File: config.mk
export PLATFORM = sky130hd
export DESIGN_NAME = if_id_queue
export DESIGN_NICKNAME = d
export VERILOG_FILES = /design/src/rtl/if_id_queue.sv
export SDC_FILE = /design/constraint.sdc
export NUM_CORES = 1
export LEC_CHECK = 0
export CORE_MARGIN = 1
export CORE_UTILIZATION = 56
export CTS_CLUSTER_DIAMETER = 80
export DETAILED_ROUTE_END_ITERATION = 12
export DONT_BUFFER_PORTS = 1
export PLACE_DENSITY_LB_ADDON = 0.05
export SYNTH_ARGS = -nofsm -noshare
export SYNTH_HDL_FRONTEND = slang
export SYNTH_SLANG_ARGS = --single-unit
File: constraint.sdc
create_clock -name clk -period 3.35 [get_ports clk]
set_input_delay 0.67 -clock clk [delete_from_list [all_inputs] [get_ports clk]]
set_output_delay 0.67 -clock clk [all_outputs]
set_load 0.005 [all_outputs]
File: src/rtl/if_id_queue.sv
// IF/ID instruction queue: DEPTH-entry FIFO between fetch and decode.
// Define IF_ID_QUEUE_BYPASS_EN for same-cycle pass-through when empty.
module if_id_queue #(
    parameter int XLEN = 32,
    parameter int ILEN = 32,
    parameter int DEPTH = 4,
    localparam int CNT_W = $clog2(DEPTH + 1)
) (
    input  logic             clk,
    input  logic             rstn,
    input  logic             in_valid,
    output logic             in_ready,
    input  logic [XLEN-1:0]  in_pc,
    input  logic [ILEN-1:0]  in_instr,
    input  logic             in_decompress_failed,
    input  logic             in_cond_branch,
    output logic             out_valid,
    input  logic             out_ready,
    output logic [XLEN-1:0]  out_pc,
    output logic [ILEN-1:0]  out_instr,
    output logic             out_decompress_failed,
    output logic             out_cond_branch,
    input  logic             flush,
    input  logic             run_finished_next,
    output logic             run_done,
    output logic [CNT_W-1:0] count
);

    localparam int ADDR_W = $clog2(DEPTH);
    localparam logic [CNT_W-1:0] FULL = CNT_W'(DEPTH);
    localparam logic [CNT_W-1:0] ONE = CNT_W'(1);
    localparam logic [ADDR_W-1:0] PTR_ONE = ADDR_W'(1);

    logic [XLEN-1:0]   pc_mem [DEPTH];
    logic [ILEN-1:0]   instr_mem [DEPTH];
    logic [DEPTH-1:0]  df_mem;
    logic [DEPTH-1:0]  cb_mem;

    logic [ADDR_W-1:0] rd_ptr;
    logic [ADDR_W-1:0] wr_ptr;
    logic [CNT_W-1:0]  cnt;
    logic              done_pending;
    logic              run_done_q;

    logic              empty;
    logic              push;
    logic              pop;
    logic              byp;

    always_comb begin
        empty    = (cnt == '0);
        in_ready = (cnt != FULL);
        pop      = !empty && !flush && out_ready;
`ifdef IF_ID_QUEUE_BYPASS_EN
        byp       = empty && in_valid && !flush;
        out_valid = (!empty && !flush) || byp;
        if (byp) begin
            out_pc                = in_pc;
            out_instr             = in_instr;
            out_decompress_failed = in_decompress_failed;
            out_cond_branch       = in_cond_branch;
        end else begin
            out_pc                = pc_mem[rd_ptr];
            out_instr             = instr_mem[rd_ptr];
            out_decompress_failed = df_mem[rd_ptr];
            out_cond_branch       = cb_mem[rd_ptr];
        end
`else
        byp                   = 1'b0;
        out_valid             = !empty && !flush;
        out_pc                = pc_mem[rd_ptr];
        out_instr             = instr_mem[rd_ptr];
        out_decompress_failed = df_mem[rd_ptr];
        out_cond_branch       = cb_mem[rd_ptr];
`endif
        // a bypassed beat consumed by decode never touches storage
        push = in_valid && in_ready && !flush
            && !(byp && out_ready);
    end

    always_ff @(posedge clk) begin
        if (push) begin
            pc_mem[wr_ptr]    <= in_pc;
            instr_mem[wr_ptr] <= in_instr;
            df_mem[wr_ptr]    <= in_decompress_failed;
            cb_mem[wr_ptr]    <= in_cond_branch;
        end
    end

    always_ff @(posedge clk or negedge rstn) begin
        if (!rstn) begin
            rd_ptr <= '0;
            wr_ptr <= '0;
            cnt    <= '0;
        end else if (flush) begin
            rd_ptr <= '0;
            wr_ptr <= '0;
            cnt    <= '0;
        end else begin
            if (push) wr_ptr <= wr_ptr + PTR_ONE;
            if (pop)  rd_ptr <= rd_ptr + PTR_ONE;
            unique case ({push, pop})
                2'b10:   cnt <= cnt + ONE;
                2'b01:   cnt <= cnt - ONE;
                default: cnt <= cnt;
            endcase
        end
    end

    // done_pending survives flush; only reset clears it
    always_ff @(posedge clk or negedge rstn) begin
        if (!rstn) begin
            done_pending <= 1'b0;
            run_done_q   <= 1'b0;
        end else begin
            if (run_finished_next) done_pending <= 1'b1;
            run_done_q <= done_pending && empty;
        end
    end

    assign run_done = run_done_q;
    assign count    = cnt;

endmodule

==> impl_metrics.json <==
{
  "grtUsageTotal": 0.190,
  "drcViolationCount": 0,
  "diodes": 0,
  "reg2reg_from": "count[1]",
  "crit_end": "out_pc[11]",
  "setup_ws_ns": 0.503,
  "coreArea_mm2": 0.0175,
  "rsz0062_at_grt": "no",
  "ctsHtreeMaxLevel": 1,
  "crit_path_end_kind": "primary output",
  "powerDensity_mw_per_mm2": 645,
  "ir_drop_mv": 0.481,
  "drv_cap": 0,
  "ioPinCount": 144,
  "reg2reg_setup_slack_ns": 0.89,
  "crit_start": "rd_ptr[0]",
  "vias": 4190,
  "nets": 519,
  "drtIter0Drc": 219,
  "grt_antenna_before_repair": 0,
  "die_x_um": 137,
  "drt_first_pass_iters": 4,
  "drive_gt1_frac": 0.283,
  "grt_pass1_wl_um": 25500,
  "ys_seq_area_frac": 0.799,
  "avgRoutedWirePerCell_um": 24.8,
  "required_ns": 2.68,
  "r2r_end": "count[1]",
  "synthArstFlopShare": 0.0330,
  "hold_class": "primary input to flip-flop",
  "routed_wirelength_um": 17000,
  "final_antenna_net_count": 0,
  "yosysMostFrequentCell": "edfxtp_1",
  "run_status": "complete, no violations",
  "power.leakage_nw": 3.56,
  "max_clock_freq_mhz": 351,
  "seqCellArea_mm2": 0.00816,
  "synth-main-ff-cell": "edfxtp_1",
  "start_util": 0.582,
  "synthTopCellsByArea": "edfxtp_1 78%, mux4_2 15%, dfrtp_1 2.2%, buf_12 0.59%, ha_1 0.49%",
  "post_cts_buffers": 0,
  "area_growth_pct": 12.1,
  "fillers": 1165,
  "ys_types": 38,
  "synth_edf_count": 264,
  "worstPathMaxFanout": 23,
  "synth_warnings": 0,
  "pre_cts_ws_ns": 0.900,
  "grt-ovfl-total": 0,
  "clockBufferDepth": 3,
  "slew_headroom": 0.672,
  "reg2reg_depth": 7,
  "fin_crit_ns": 2.85,
  "dp_hpwl_um": 10400,
  "tightest_slew_ns": 0.491,
  "syn-mean-instance-area_um2": 24.4,
  "ctsRootBufferMaster": "clkbuf_16",
  "synth_top_area_share": 0.777,
  "drv_slew": 0,
  "cts_buffers": 26,
  "synth_area_mm2": 0.0102,
  "core.rowCount": 48,
  "synth_area_leader_cell": "edfxtp_1",
  "syn-num-nets": 495,
  "die_area_mm2": 0.0188,
  "tritoncts": "yes",
  "grt_max_degree": 39,
  "final-hold-violation-count": 0,
  "gp_congestion": 0.714,
  "critical_path_class": "flip-flop to primary output",
  "netlist_instances": 418,
  "grt_pass1_vias": 4467,
  "worstSkewPairLatency_ns": 0.52,
  "vias_per_cell": 6.13,
  "cp.arrival_ns": 2.18,
  "die_h_um": 137,
  "clk_pin_slew_ns": 0.06,
  "post-route-period-util": 0.850,
  "synthTopCellsByCount": "264 x edfxtp_1, 66 x mux4_2, 9 x dfrtp_1",
  "tns_ns": 0,
  "skew_ns": 0.0118,
  "setup_viol": 0,
  "multi_input_area_mm2": 0.00188,
  "cts.sinks": 273,
  "numPortBuffers": 0,
  "ys_seq_elements": 273,
  "cp-start-kind": "flip-flop"
}
==> layout by cell type, fill, tap and decap left out, types with 2 or more instances in the layout <==
cell type	instances
buf_4	11
clkinv_2	5
nand3_1	5
clkinv_1	4
inv_1	5
ha_1	4
clkbuf_16	27
xor2_1	2
mux4_2	66
edfxtp_1	264
bufinv_16	6
a21oi_1	3
nand2b_1	4
or2_2	2
clkbuf_1	3
o21ai_0	4
nor2_1	5
and2_4	4
dfrtp_4	2
buf_12	5
dfrtp_1	7
==> area by class of cell <==
class | instances | share of cell area
flip-flops and latches | 273 | 0.713
well taps | 225 | 0.0246
clock buffers | 30 | 0.0600
clock inverters | 15 | 0.0192
inverters | 5 | 0.00164
repair buffers | 17 | 0.0168
multi-input cells | 119 | 0.164
==> cells by family after synthesis <==
group                    share of synthesized area
multiplexers                                 0.147
buffers and inverters                       0.0179
flip-flops                                   0.799
AND/OR/NAND/NOR                             0.0152
adder cells (fa/ha/maj)                    0.00687
XOR/XNOR                                   0.00172
AO/OA/AOI/OAI                               0.0126
==> critical path, cell delays in order, from the launching register on <==
cell and delay [ns]:
dfrtp_4 0.73, buf_4 0.35, mux4_2 0.57
==> where the power goes <==
group	total, W	switching (W)	internal [W]
Clock	0.00306	0.00114	0.00192
Combinational	0.000416	0.000200	0.000216
Sequential	0.00391	0.0000596	0.00385
Total	0.00738	0.00140	0.00598
==> what timing repair did <==
| item | CTS | global route |
|---|---|---|
| hold endpoints to repair | 9 | 0 |
| hold buffers | 1 | 0 |
| gates resized for setup | 0 | 0 |
==> layer usage <==
layer / wire length, um / track usage / share of wire / up-vias
li1: - / - / - / 1809
met3: 1320 / 0.0593 / 0.078 / 29
met1: 6670 / 0.237 / 0.39 / 2223
met4: 384 / 0.0525 / 0.023 / 0
met5: 0 / 0 / 0 / -
met2: 8590 / 0.320 / 0.51 / 129
==> worst min path at each step <==
stage	from	to	slack (ns)	cells past startpoint
3_5_place_dp	rstn	done_pending	0.37	0
4_1_cts	flush	count[1]	0.19	1
5_1_grt	flush	rd_ptr[0]	0.20	1
2_1_floorplan	rstn	count[0]	0.37	0
3_3_place_gp	rstn	done_pending	0.37	0
6_report	flush	rd_ptr[0]	0.22	1
==> stage by stage <==
stage	instance area [um^2]	util	power, W	instances	hold WS (ns)
finish	11400	0.652	0.00738	684	0.216
global route	11400	0.652	0.00760	684	0.195
CTS	11400	0.652	0.00746	684	0.192
detailed placement	10500	0.600	0.00441	638	0.375
global placement	10500	0.600	0.00440	638	0.375
floorplan	10200	-	0.00433	418	0.374
==> flip-flops by register name (all words and copies together) (netlist names), 2 cells and up <==
register,count
rd_ptr,2
df_mem,4
pc_mem,128
instr_mem,128
wr_ptr,2
cb_mem,4
count,3
(Power assumes the default switching activity.)
